[src/rtl/of_pkg.sv]
// Shared decode constants, FSM state type and instruction-field helpers for the
// operand fetch stage.
package of_pkg;

  localparam int XLEN = 32;

  localparam logic [4:0] OP_ADD  = 5'd0;
  localparam logic [4:0] OP_SUB  = 5'd1;
  localparam logic [4:0] OP_MUL  = 5'd2;
  localparam logic [4:0] OP_DIV  = 5'd3;
  localparam logic [4:0] OP_MOD  = 5'd4;
  localparam logic [4:0] OP_CMP  = 5'd5;
  localparam logic [4:0] OP_AND  = 5'd6;
  localparam logic [4:0] OP_OR   = 5'd7;
  localparam logic [4:0] OP_NOT  = 5'd8;
  localparam logic [4:0] OP_MOV  = 5'd9;
  localparam logic [4:0] OP_LSL  = 5'd10;
  localparam logic [4:0] OP_LSR  = 5'd11;
  localparam logic [4:0] OP_ASR  = 5'd12;
  localparam logic [4:0] OP_NOP  = 5'd13;
  localparam logic [4:0] OP_LD   = 5'd14;
  localparam logic [4:0] OP_ST   = 5'd15;
  localparam logic [4:0] OP_BEQ  = 5'd16;
  localparam logic [4:0] OP_BGT  = 5'd17;
  localparam logic [4:0] OP_B    = 5'd18;
  localparam logic [4:0] OP_CALL = 5'd19;
  localparam logic [4:0] OP_RET  = 5'd20;

  localparam logic [1:0] MOD_SEXT     = 2'b00;
  localparam logic [1:0] MOD_ZEXT     = 2'b01;
  localparam logic [1:0] MOD_HIGH     = 2'b10;
  localparam logic [1:0] MOD_SEXT_ALT = 2'b11;

  typedef enum logic {
    RUN   = 1'b0,
    STALL = 1'b1
  } of_state_e;

  typedef struct packed {
    logic [4:0]  opcode;
    logic        imm;
    logic [3:0]  rd;
    logic [3:0]  rs1;
    logic [3:0]  rs2;
    logic [1:0]  modifier;
    logic [15:0] imm16;
    logic [26:0] br_off;
  } inst_fields_t;

  function automatic inst_fields_t decode(input logic [31:0] inst);
    inst_fields_t f;
    f.opcode   = inst[31:27];
    f.imm      = inst[26];
    f.rd       = inst[25:22];
    f.rs1      = inst[21:18];
    f.rs2      = inst[17:14];
    f.modifier = inst[17:16];
    f.imm16    = inst[15:0];
    f.br_off   = inst[26:0];
    return f;
  endfunction

  function automatic logic uses_rs1(input logic [4:0] op);
    case (op)
      OP_ADD, OP_SUB, OP_MUL, OP_DIV, OP_MOD, OP_CMP, OP_AND, OP_OR,
      OP_LSL, OP_LSR, OP_ASR, OP_LD, OP_ST, OP_RET: return 1'b1;
      default:                                      return 1'b0;
    endcase
  endfunction

  // Store reads its data register through the second port.
  function automatic logic uses_rs2(input logic [4:0] op, input logic imm);
    case (op)
      OP_ADD, OP_SUB, OP_MUL, OP_DIV, OP_MOD, OP_CMP, OP_AND, OP_OR,
      OP_NOT, OP_MOV, OP_LSL, OP_LSR, OP_ASR:         return !imm;
      OP_ST:                                          return 1'b1;
      OP_NOP, OP_LD, OP_BEQ, OP_BGT, OP_B, OP_CALL:   return 1'b0;
      default:                                        return 1'b0;
    endcase
  endfunction

  function automatic logic is_branch(input logic [4:0] op);
    return (op == OP_BEQ) || (op == OP_BGT) || (op == OP_B) || (op == OP_CALL);
  endfunction

endpackage

[src/rtl/of_fwd_mux.sv]
// One-operand bypass selector plus the "source not ready" flag for that operand.
// Build option OF_FORWARD_EN: bypass EX/MA/RW results; otherwise read the register file only.
module of_fwd_mux #(
  parameter int XLEN = 32
) (
  input  logic [3:0]      src_idx,
  input  logic [XLEN-1:0] rf_data,
  input  logic            ex_wb_en,
  input  logic [3:0]      ex_wb_rd,
  input  logic            ex_is_ld,
  input  logic [XLEN-1:0] ex_data,
  input  logic            ma_wb_en,
  input  logic [3:0]      ma_wb_rd,
  input  logic [XLEN-1:0] ma_data,
  input  logic            rw_wb_en,
  input  logic [3:0]      rw_wb_rd,
  input  logic [XLEN-1:0] rw_data,
  output logic [XLEN-1:0] op_data,
  output logic            busy
);

  logic ex_hit;
  logic ma_hit;
  logic rw_hit;

  assign ex_hit = ex_wb_en && (ex_wb_rd == src_idx);
  assign ma_hit = ma_wb_en && (ma_wb_rd == src_idx);
  assign rw_hit = rw_wb_en && (rw_wb_rd == src_idx);

`ifdef OF_FORWARD_EN
  // Youngest producer wins; a load in EX has no data yet and only raises busy.
  always_comb begin
    op_data = rf_data;
    if (ex_hit && !ex_is_ld) op_data = ex_data;
    else if (ma_hit)         op_data = ma_data;
    else if (rw_hit)         op_data = rw_data;
  end

  assign busy = ex_hit && ex_is_ld;
`else
  assign op_data = rf_data;
  assign busy    = ex_hit || ma_hit || rw_hit;

  logic unused_fwd;
  assign unused_fwd = ^{ex_is_ld, ex_data, ma_data, rw_data};
`endif

endmodule

[src/rtl/operand_fetch_stage.sv]
// Operand fetch stage: decode, register read with bypass, hazard interlock and OF/EX latch.
// Build option OF_FORWARD_EN selects bypassing with load-use stall; default is full interlock.
module operand_fetch_stage
  import of_pkg::*;
#(
  parameter int XLEN   = of_pkg::XLEN,
  parameter int RA_IDX = 15
) (
  input  logic            clk,
  input  logic            rst,
  input  logic            if_valid,
  input  logic [31:0]     if_inst,
  input  logic [31:0]     if_pc,
  input  logic            flush,
  output logic            stall_out,
  output logic [3:0]      rs1_addr,
  output logic [3:0]      rs2_addr,
  input  logic [XLEN-1:0] rf_rd1,
  input  logic [XLEN-1:0] rf_rd2,
  input  logic            ex_wb_en,
  input  logic [3:0]      ex_wb_rd,
  input  logic            ex_is_ld,
  input  logic [XLEN-1:0] ex_data,
  input  logic            ma_wb_en,
  input  logic [3:0]      ma_wb_rd,
  input  logic [XLEN-1:0] ma_data,
  input  logic            rw_wb_en,
  input  logic [3:0]      rw_wb_rd,
  input  logic [XLEN-1:0] rw_data,
  output logic            of_valid,
  output logic [31:0]     of_pc,
  output logic [31:0]     of_inst,
  output logic [XLEN-1:0] of_op1,
  output logic [XLEN-1:0] of_op2,
  output logic [XLEN-1:0] of_immx
);

  inst_fields_t    f;
  logic            use_rs1;
  logic            use_rs2;
  logic [XLEN-1:0] op1_fwd;
  logic [XLEN-1:0] op2_fwd;
  logic            busy1;
  logic            busy2;
  logic            hazard;
  logic            stall_raw;
  logic [XLEN-1:0] immx;

  of_state_e       state_q, state_d;
  logic            of_valid_q, of_valid_d;
  logic [31:0]     pc_q, pc_d;
  logic [31:0]     inst_q, inst_d;
  logic [XLEN-1:0] op1_q, op1_d;
  logic [XLEN-1:0] op2_q, op2_d;
  logic [XLEN-1:0] immx_q, immx_d;

  assign f       = decode(if_inst);
  assign use_rs1 = uses_rs1(f.opcode);
  assign use_rs2 = uses_rs2(f.opcode, f.imm);

  assign rs1_addr = (f.opcode == OP_RET) ? 4'(RA_IDX) : f.rs1;
  assign rs2_addr = (f.opcode == OP_ST)  ? f.rd       : f.rs2;

  always_comb begin
    immx = '0;
    if (is_branch(f.opcode)) begin
      immx = {{(XLEN-27){f.br_off[26]}}, f.br_off};
    end else begin
      case (f.modifier)
        MOD_ZEXT:               immx = {{(XLEN-16){1'b0}}, f.imm16};
        MOD_HIGH:               immx = XLEN'({f.imm16, 16'h0000});
        MOD_SEXT, MOD_SEXT_ALT: immx = {{(XLEN-16){f.imm16[15]}}, f.imm16};
        default:                immx = {{(XLEN-16){f.imm16[15]}}, f.imm16};
      endcase
    end
  end

  of_fwd_mux #(.XLEN(XLEN)) u_fwd_op1 (
    .src_idx (rs1_addr),
    .rf_data (rf_rd1),
    .ex_wb_en(ex_wb_en),
    .ex_wb_rd(ex_wb_rd),
    .ex_is_ld(ex_is_ld),
    .ex_data (ex_data),
    .ma_wb_en(ma_wb_en),
    .ma_wb_rd(ma_wb_rd),
    .ma_data (ma_data),
    .rw_wb_en(rw_wb_en),
    .rw_wb_rd(rw_wb_rd),
    .rw_data (rw_data),
    .op_data (op1_fwd),
    .busy    (busy1)
  );

  of_fwd_mux #(.XLEN(XLEN)) u_fwd_op2 (
    .src_idx (rs2_addr),
    .rf_data (rf_rd2),
    .ex_wb_en(ex_wb_en),
    .ex_wb_rd(ex_wb_rd),
    .ex_is_ld(ex_is_ld),
    .ex_data (ex_data),
    .ma_wb_en(ma_wb_en),
    .ma_wb_rd(ma_wb_rd),
    .ma_data (ma_data),
    .rw_wb_en(rw_wb_en),
    .rw_wb_rd(rw_wb_rd),
    .rw_data (rw_data),
    .op_data (op2_fwd),
    .busy    (busy2)
  );

  assign hazard = if_valid && ((use_rs1 && busy1) || (use_rs2 && busy2));

  // A flush kills the waiting instruction, so it also ends any stall at once.
  always_comb begin
    // NOTE: every output of a combinational block gets a default first so no path infers a latch.
    state_d   = state_q;
    stall_raw = 1'b0;
    if (flush) begin
      state_d = RUN;
    end else begin
      case (state_q)
        RUN: begin
          if (hazard) begin
            state_d   = STALL;
            stall_raw = 1'b1;
          end
        end
        STALL: begin
          if (hazard) stall_raw = 1'b1;
          else        state_d   = RUN;
        end
        default: state_d = RUN;
      endcase
    end
  end

  assign stall_out = stall_raw && !rst;

  always_comb begin
    of_valid_d = 1'b0;
    pc_d       = pc_q;
    inst_d     = inst_q;
    op1_d      = op1_q;
    op2_d      = op2_q;
    immx_d     = immx_q;
    if (!flush && !stall_raw) begin
      of_valid_d = if_valid;
      pc_d       = if_pc;
      inst_d     = if_inst;
      op1_d      = op1_fwd;
      op2_d      = op2_fwd;
      immx_d     = immx;
    end
  end

  always_ff @(posedge clk or posedge rst) begin
    if (rst) begin
      // NOTE: data fields are reset along with valid so a reset latch never shows stale operands.
      state_q    <= RUN;
      of_valid_q <= 1'b0;
      pc_q       <= '0;
      inst_q     <= '0;
      op1_q      <= '0;
      op2_q      <= '0;
      immx_q     <= '0;
    end else begin
      // NOTE: non-blocking assignments make every register sample the same pre-edge values.
      state_q    <= state_d;
      of_valid_q <= of_valid_d;
      pc_q       <= pc_d;
      inst_q     <= inst_d;
      op1_q      <= op1_d;
      op2_q      <= op2_d;
      immx_q     <= immx_d;
    end
  end

  assign of_valid = of_valid_q;
  assign of_pc    = pc_q;
  assign of_inst  = inst_q;
  assign of_op1   = op1_q;
  assign of_op2   = op2_q;
  assign of_immx  = immx_q;

endmodule
[config.mk]
export PLATFORM = sky130hd
export DESIGN_NAME = operand_fetch_stage
export DESIGN_NICKNAME = d
export VERILOG_FILES = /design/src/rtl/of_pkg.sv /design/src/rtl/of_fwd_mux.sv /design/src/rtl/operand_fetch_stage.sv
export SDC_FILE = /design/constraint.sdc
export NUM_CORES = 1
export LEC_CHECK = 0
export ABC_CLOCK_PERIOD_IN_PS = 6000
export CAP_MARGIN = 20
export CORE_AREA = 2 2 163 165
export CTS_BUF_LIST = sky130_fd_sc_hd__clkbuf_4 sky130_fd_sc_hd__clkbuf_8
export DETAILED_ROUTE_END_ITERATION = 6
export DIE_AREA = 0 0 165 167
export SETUP_SLACK_MARGIN = 0.1
export SYNTH_ARGS = -nofsm -noshare
export SYNTH_HDL_FRONTEND = slang
export SYNTH_SLANG_ARGS = --single-unit
[constraint.sdc]
create_clock -name clk -period 6 [get_ports clk]
set_input_delay 0.6 -clock clk [delete_from_list [all_inputs] [get_ports clk]]
set_output_delay 0.6 -clock clk [all_outputs]
set_load 0.005 [all_outputs]
# After elaboration in Yosys (flattened, before gate mapping)
# Memory sizes are Yosys's and may differ from the RTL's.
# Cells that the tools add are included.
word_totals:
  rom_bits: 32
  inputBits: 244
  mem_count: 1
  out_inout_bits: 170
  wordCells: 69
  reg_bits: 161
mem_list:
  columns: ["name", "words", "word_bits", "rd", "rd_ports_with_merged_regs", "wr", "line_no", "source"]
  rows:
  - ["(name not given)", 32, 1, 1, 0, 0, "of_pkg.sv:64", "case (op)"]
op_classes:
  n_eq_ne: 27
  n_mux: 8
  reduce_logical: 27
op_table:
  columns: ["operator", "count"]
  rows:
  - ["case mux 32 bit (3 select lines)", 1]
  - ["two-way mux 32 bit", 1]
  - ["== test 5 x 4 -> 1 bit, second input constant", 6]
  - ["== test 5 bit, second input constant", 5]
  - ["== test 4 bit", 6]
  - ["== test 5 x 3 -> 1 bit, second input constant", 4]
  - ["OR reduction 13 bit", 1]
  - ["logical AND 1 bit", 11]
  - ["== test 5 x 2 -> 1 bit, second input constant", 2]
  - ["logical OR 1 bit", 8]
  - ["two-way mux 4 bit", 2]
  - ["== test 5 x 1 -> 1 bit, second input constant", 1]
  - ["logical NOT 5 bit", 1]
  - ["== test 2 bit, second input constant", 2]
  - ["logical NOT 1 bit", 4]
  - ["two-way mux 1 bit", 3]
  - ["== test 2 x 1 -> 1 bit, second input constant", 1]
  - ["logical NOT 2 bit", 1]
  - ["case mux 1 bit (2 select lines)", 1]
  - ["OR reduction 2 bit", 1]

# Longest topological paths before layout
# Gate-level depths: netlist of the first run.
depth:
  word_depth: 14
  depth_mapped: 12
  mapped_depth_nobuf: 8

# Hierarchy
# A second synthesis of the first run with hierarchy kept.
hier_totals:
  hier_cells: 563
  area_unflattened_um2: 7347.0
by_module_without_submodules:
  columns: ["module", "cells_each", "area_per_inst_um2", "seq_area_each_um2", "n_inst"]
  rows:
  - ["operand_fetch_stage", 461, 6586.3, 4028.9, 1]
  - ["of_fwd_mux", 51, 380.4, 0.0, 2]

# Worst setup path before layout of the first run
# OpenSTA, ideal clock, no wires.
synth_timing:
  path_type: "input -> output"
  from: "input port if_inst[31]"
  to: "output port stall_out"
  required_time_ps: 5400
  stages: 9
  t_arrival_ps: 2377
  n_path_buf: 2
  setup_slack_ps: 3023
  cell_sequence: "buf_6 > and3b_4 > and2_1 > buf_6 > o41ai_2 > a31oi_1 > o311ai_1 > nand2_1 > a2111oi_0"
synth_via:
  elab_chain_len: 12
  word_cells_on_any_way: 43
  cone_classes: "20 x eq/ne; 5 x mux; 17 x reduce/logical; 1 x memory"
synth_lines:
  columns: ["item", "line_no", "source"]
  rows:
  - ["from (decl)", "operand_fetch_stage.sv:12", "input logic [31:0] if_inst,"]
  - ["== test 5 bit or == test 5 x 4 -> 1 bit (tied branches)", "operand_fetch_stage.sv:61, of_pkg.sv:73, operand_fetch_stage.sv:62", null]
  - ["two-way mux 4 bit (on tied branches)", "operand_fetch_stage.sv:61, operand_fetch_stage.sv:62", null]
  - ["== test 4 bit (on tied branches)", "of_fwd_mux.sv:26, of_fwd_mux.sv:27", null]
  - ["logical AND 1 bit (on tied branches)", "of_fwd_mux.sv:26, of_fwd_mux.sv:27", null]
  - ["logical OR 1 bit (2 in series)", "of_fwd_mux.sv:42", "assign busy = ex_hit || ma_hit || rw_hit;"]
  - ["logical AND 1 bit", "operand_fetch_stage.sv:112", "assign hazard = if_valid && ((use_rs1 && busy1) || (use_rs2 && busy2));"]
  - ["logical OR 1 bit *", "operand_fetch_stage.sv:112", null]
  - ["logical AND 1 bit *", "operand_fetch_stage.sv:112", null]
  - ["two-way mux 1 bit *", "operand_fetch_stage.sv:124, operand_fetch_stage.sv:130", null]
  - ["two-way mux 1 bit *", "operand_fetch_stage.sv:119", "if (flush) begin"]
  - ["logical AND 1 bit *", "operand_fetch_stage.sv:138", "assign stall_out = stall_raw && !rst;"]
  - ["to (decl)", "operand_fetch_stage.sv:15", "output logic stall_out,"]
# Mark *: on every way between the ends. The rest lies on a longest branch, timed or not.

# Worst setup path after layout of the first run
layout_timing:
  from: "input port if_inst[30]"
  to: "output port stall_out"
# The elaborated chain is that of the path after synthesis.

==> results of run 1 <==
==> critical path: stages <==
cell and delay (ns):
clkdlybuf4s50_1 0.61, nand4_2 0.25, nor2_4 0.30, mux2i_1 0.39, xnor2_1 0.12, a2111oi_2 0.46
o21ai_0 0.17, a2111oi_0 0.38, clkdlybuf4s50_1 0.61
==> power breakdown <==
part / switching, uW / internal, uW
combinational: 262 / 501
sequential: 70.3 / 1220
clock: 460 / 355
total: 793 / 2080
==> metrics by stage <==
| stage | total power, uW | hold slack [ns] | instances | cell area, um2 |
|---|---|---|---|---|
| 3_5_place_dp | 2090 | 0.491 | 1171 | 10900 |
| 5_1_grt | 3040 | 0.523 | 1203 | 11300 |
| 2_1_floorplan | 1630 | 0.504 | 545 | 7550 |
| 6_report | 2870 | 0.507 | 1203 | 11300 |
| 4_1_cts | 2930 | 0.513 | 1203 | 11300 |
| 3_3_place_gp | 2080 | 0.486 | 1171 | 10900 |
==> area by class of cell <==
class / instances / area [um2]
Fill cell: 2372 / 14500
Sequential cell: 161 / 4030
Timing Repair Buffer: 323 / 3240
Multi-Input combinational cell: 318 / 3090
Tap cell: 335 / 419
Clock buffer: 19 / 249
Clock inverter: 13 / 148
Inverter: 34 / 133
==> kinds of logic after synthesis <==
kind of cell,after synthesis
flops,161
xor+xnor,15
simple gates,63
compound gates,75
buf+inv,66
fa+ha+maj,2
mux,163
==> sequential cells by signal (all words and copies together) (netlist names) <==
signal	count
of_op2	32
of_immx	32
of_valid	1
of_op1	32
of_pc	32
of_inst	32
==> metal layers <==
| metal | up-vias | global-route usage | part of all wire |
|---|---|---|---|
| li1 | 2531 | - | - |
| met1 | 2629 | 0.200 | 0.43 |
| met2 | 221 | 0.249 | 0.47 |
| met3 | 20 | 0.0558 | 0.093 |
| met4 | 0 | 0.0469 | 0.014 |
| met5 | - | 0 | 0 |
==> final timing paths <==
check                             from     endpoint  slack (ns)
max                        if_inst[30]    stall_out        1.48
min                          of_pc[25]    of_pc[25]        0.51
max reg2reg                  of_op2[2]    of_op2[2]        5.21
min reg2reg                  of_pc[25]    of_pc[25]        0.51
max in group asynchronous          rst  of_inst[12]        4.30
min in group asynchronous          rst     of_pc[7]        0.60
==> layout by cell type (no fill, tap or decap), drive strengths merged, types with 3 or more instances in the layout <==
cell type,instances
mux2i,18
nor2,5
xor2,10
nor4,3
a2111oi,4
nand2,37
a31oi,5
mux2,145
nand4,3
clkbuf,19
clkdlybuf4s50,316
or2,4
a21oi,18
nand2b,4
clkinv,4
o31ai,10
dfrtp,161
inv,40
o22ai,5
o211ai,4
o21ai,17
buf,7
xnor2,5
==> cell usage after synthesis, types with 3 or more instances <==
library cell | count | area share
a2111oi_0 | 3 | 0.0035
nor4_1 | 3 | 0.0025
mux2_2 | 71 | 0.11
o211ai_1 | 4 | 0.0040
inv_1 | 34 | 0.017
nand2_1 | 36 | 0.018
xnor2_1 | 5 | 0.0058
xor2_1 | 9 | 0.010
buf_4 | 7 | 0.0070
o21ai_0 | 16 | 0.011
nand2b_1 | 4 | 0.0033
a21oi_1 | 18 | 0.012
a31oi_1 | 4 | 0.0033
buf_12 | 9 | 0.024
o31ai_1 | 10 | 0.0099
nor2_1 | 4 | 0.0020
clkbuf_1 | 11 | 0.0055
or2_2 | 4 | 0.0033
mux2_4 | 74 | 0.15
dfrtp_1 | 161 | 0.53
buf_6 | 3 | 0.0045
o22ai_1 | 5 | 0.0041
mux2i_1 | 18 | 0.024
==> metrics, run 1 <==
final WL=between 20 and 25 mm; Post-CTS Setup Repair Bufs=0; Starting Density=0.293; RSZ-0062 raised after global routing=false; worst-margin pin slew=roughly 0.75 ns; GRT Resource Usage Total=0.157; YS warnings=0; worst-path fanout max=10; Compound-Gate Fraction of Synth Area=0.0665; WL/cell=approximately 18 um; Rows=between 50 and 60; Iteration-0 DRC Markers=between 200 and 250; Root Driver=clkbuf_8; DP Worst Slack=approximately 1.5 ns; post-synthesis sequential area ratio=0.534; Most used DFF post-synth=dfrtp_1; Pwr Density=around 250 nW/um2; multiplexer area fraction after synthesis=0.277; Post-DRT Antenna Nets=0; Core ar.=25800 um2; Ports=about 410; Port Buffers=between 300 and 400; clock latency at the later pin of the worst-skew pair=between 0.4 and 0.5 ns; GR Overflow Total=0; Remaining DRCs=0; status=finished, final reports clean; Worst EP arrival=3.92 ns; count of final hold-check violations=0; Synth Area in Adders=0.00332; area grow syn2layout=49.8%; hold buffers post-CTS=0; max-cap violations=0; post-synthesis xor/xnor area fraction=0.0184; cell area after synthesis=about 7500 um2; Yosys reg bits=approximately 160; Avg Inst Size Synth=roughly 14 um2; global-route wire length before repair=between 30 and 40 mm; clock transition at the registers of the reported paths=0.08 ns; CTS H-tree lvls=4; Max Slew Vio Count=0; syn_nets=791; largest net degree at the start of global routing=68; simple-gate share of the synthesized area=0.0423; clock sink total=approximately 160; Final setup viols=0; gpl congestion=slightly below 0.8; CP Class=in -> out; Die Y-Extent=167 um; crit path launch type=primary input; Vias/cell=about 4.5; Post-synth EDFFs=0; via count=~5400; Die W=165 um; worst hold path type=reg -> reg; leakage power total=roughly 0.0049 uW; Antenna Cells=0; Final TNS setup=0 ns; combinational family with the most area after synthesis=multiplexers; Final min period=approximately 4.5 ns; die footprint=~28000 um2; TritonCTS clock tree=done; vias in the first global route=5600; Worst Setup End Kind=primary output; Peak VDD IR=0.108 mV; worst path required time=~5.4 ns; Fmax achieved=around 220 MHz; hold depth=1; asr flop ratio synth=1.00; HPWL after DPL=approximately 16 mm; setup ws final=~1.5 ns; Bufs on Longest Clock Path=2; # resized after CTS=0; final core utilization=0.439; CTS Buf Count=17; proportion of layout cells with a drive suffix above 1=0.228; Max-slew headroom=0.501; router iterations before antenna repair=4; final worst clock skew=0 ns; crit share post-route=0.753; Distinct cells, synth=51; Post-Syn Instances=~550; Final nets=about 1100; initial antenna violation count=0; worst r2r path cells=1
Power figures use the tool's default switching activity.
==> run 2, diff against run 1 <==
- ABC_CLOCK_PERIOD_IN_PS: 6000 -> 4600
- clock period: 6 -> 4.6 ns (I/O delays scaled with it)
==> metrics, run 2 (same netlist as run 1, synthesis figures left out) <==
largest net degree at the start of global routing=78 (+15%); Max Slew Vio Count=0 (unchanged); hold buffers post-CTS=0 (unchanged); Ports=414 (unchanged); Pwr Density=327 nW/um2 (+29%); count of final hold-check violations=0 (unchanged); Peak VDD IR=0.133 mV (+23%); HPWL after DPL=16.5 mm (+3.8%); crit path launch type=primary input; Worst EP arrival=3.82 ns (-0.10 ns); Fmax achieved=approximately 230 MHz; Critical Path Max Stage Delay=0.61 ns (about the same); CP bufs+invs=2 (unchanged); Bufs on Longest Clock Path=2 (unchanged); Core ar.=25800 um2 (unchanged); CP delay by family, top=buffers and inverters; clock transition at the registers of the reported paths=0.10 ns (+0.02 ns); Post-CTS Setup Repair Bufs=0 (unchanged); CP Cell Sequence=clkdlybuf4s50_1, nand4_2, nor2_4, mux2i_1, xnor2_1, a2111oi_2, o21ai_0, a2111oi_0, clkdlybuf4s50_1; max-cap violations=0 (unchanged); CP Class=in -> out; status=finished, final reports clean; Rows=59 (unchanged); overall power=3700 uW (+29%); Final setup viols=0 (unchanged); placed cells=1174 (+0.26%); most common cell after layout, fill and taps aside=clkdlybuf4s50_1; # resized after CTS=0 (unchanged); global-route wire length before repair=33.4 mm (+1.2%); most frequent cells in the layout=clkdlybuf4s50_1 (316), dfrtp_1 (161), mux2_4 (74); TritonCTS clock tree=done; worst hold path type=reg -> reg; clock latency at the later pin of the worst-skew pair=0.44 ns (about the same); RSZ-0062 raised after global routing=false; Final nets=1104 (+0.27%); final worst clock skew=0 ns (unchanged); router iterations before antenna repair=4 (unchanged); Iteration-0 DRC Markers=251 (+5.5%); Die Y-Extent=167 um (unchanged); WL/cell=18.4 um (+2.9%); Final min period=~4.3 ns; Antenna Cells=0 (unchanged); Port Buffers=316 (unchanged); worst-margin pin slew=0.853 ns (+0.104 ns); Max-slew headroom=0.430 (-0.0705); initial antenna violation count=0 (unchanged); slowest cell on the critical path=clkdlybuf4s50_1; R2R Setup Slk=3.80 ns (-1.41 ns); area grow syn2layout=50.3%; CTS Buf Count=17 (unchanged); most frequent CP cell=clkdlybuf4s50_1; gpl congestion=0.772 (-0.10%); Post-DRT Antenna Nets=0 (unchanged); Final TNS setup=0 ns (unchanged); leakage power total=0.00487 uW (+0.37%); proportion of layout cells with a drive suffix above 1=0.231 (+0.00266); crit share post-route=0.930; Worst Setup End Kind=primary output; Starting Density=0.293 (unchanged); worst path required time=4.14 ns (-1.26 ns); clock sink total=161 (unchanged); Vias/cell=4.52 (+0.69%); GR Overflow Total=0 (unchanged); via count=5452 (+0.94%); Die W=165 um (unchanged); Hold Slack=0.510 ns (+0.00271 ns); Remaining DRCs=0 (unchanged); final WL=22.2 mm (+3.2%); fin cells=1206 (+0.25%); GRT Resource Usage Total=0.159 (+0.00263); vias in the first global route=5507 (-1.7%); Root Driver=clkbuf_8; worst-path fanout max=10 (unchanged); die footprint=27600 um2 (unchanged); CTS H-tree lvls=4 (unchanged)
## run 2: area by class of cell
cell class,instances,area (um2)
multi-input cells,318,3090
inverters,34,131
well taps,335,419
flip-flops and latches,161,4030
repair buffers,326,3300
clock buffers,18,248
fillers,2411,14400
clock inverters,14,126
## run 2: report_power, final
group          switching (uW)  internal (uW)
clock                     609            408
sequential               92.3           1590
combinational             345            659
## run 2: layer usage
layer / global-route usage / vias up / wire length [um]
li1: - / 2538 / -
met1: 0.201 / 2687 / 9620
met2: 0.259 / 212 / 10400
met3: 0.0560 / 15 / 1890
met4: 0.0401 / 0 / 251
met5: 0 / - / 0
## run 2: final timing paths
path | from | to | cells after the start
worst min-delay path | of_pc[6] | of_pc[6] | 1
max in group asynchronous | rst | of_pc[21] | 3
worst max-delay path | if_inst[29] | stall_out | 9
worst min register to register | of_pc[6] | of_pc[6] | 1
worst max register to register | of_op2[0] | of_op2[0] | 1
min in group asynchronous | rst | of_immx[18] | 2
## run 2: per-stage QoR
stage	utilization	worst slack [ns]	area [um2]
after floorplan	-	1.90	7550
after global placement	0.426	0.341	11000
after detailed placement	0.426	0.338	11000
after CTS	0.440	0.293	11300
after global routing	0.440	0.123	11300
final	0.440	0.321	11300
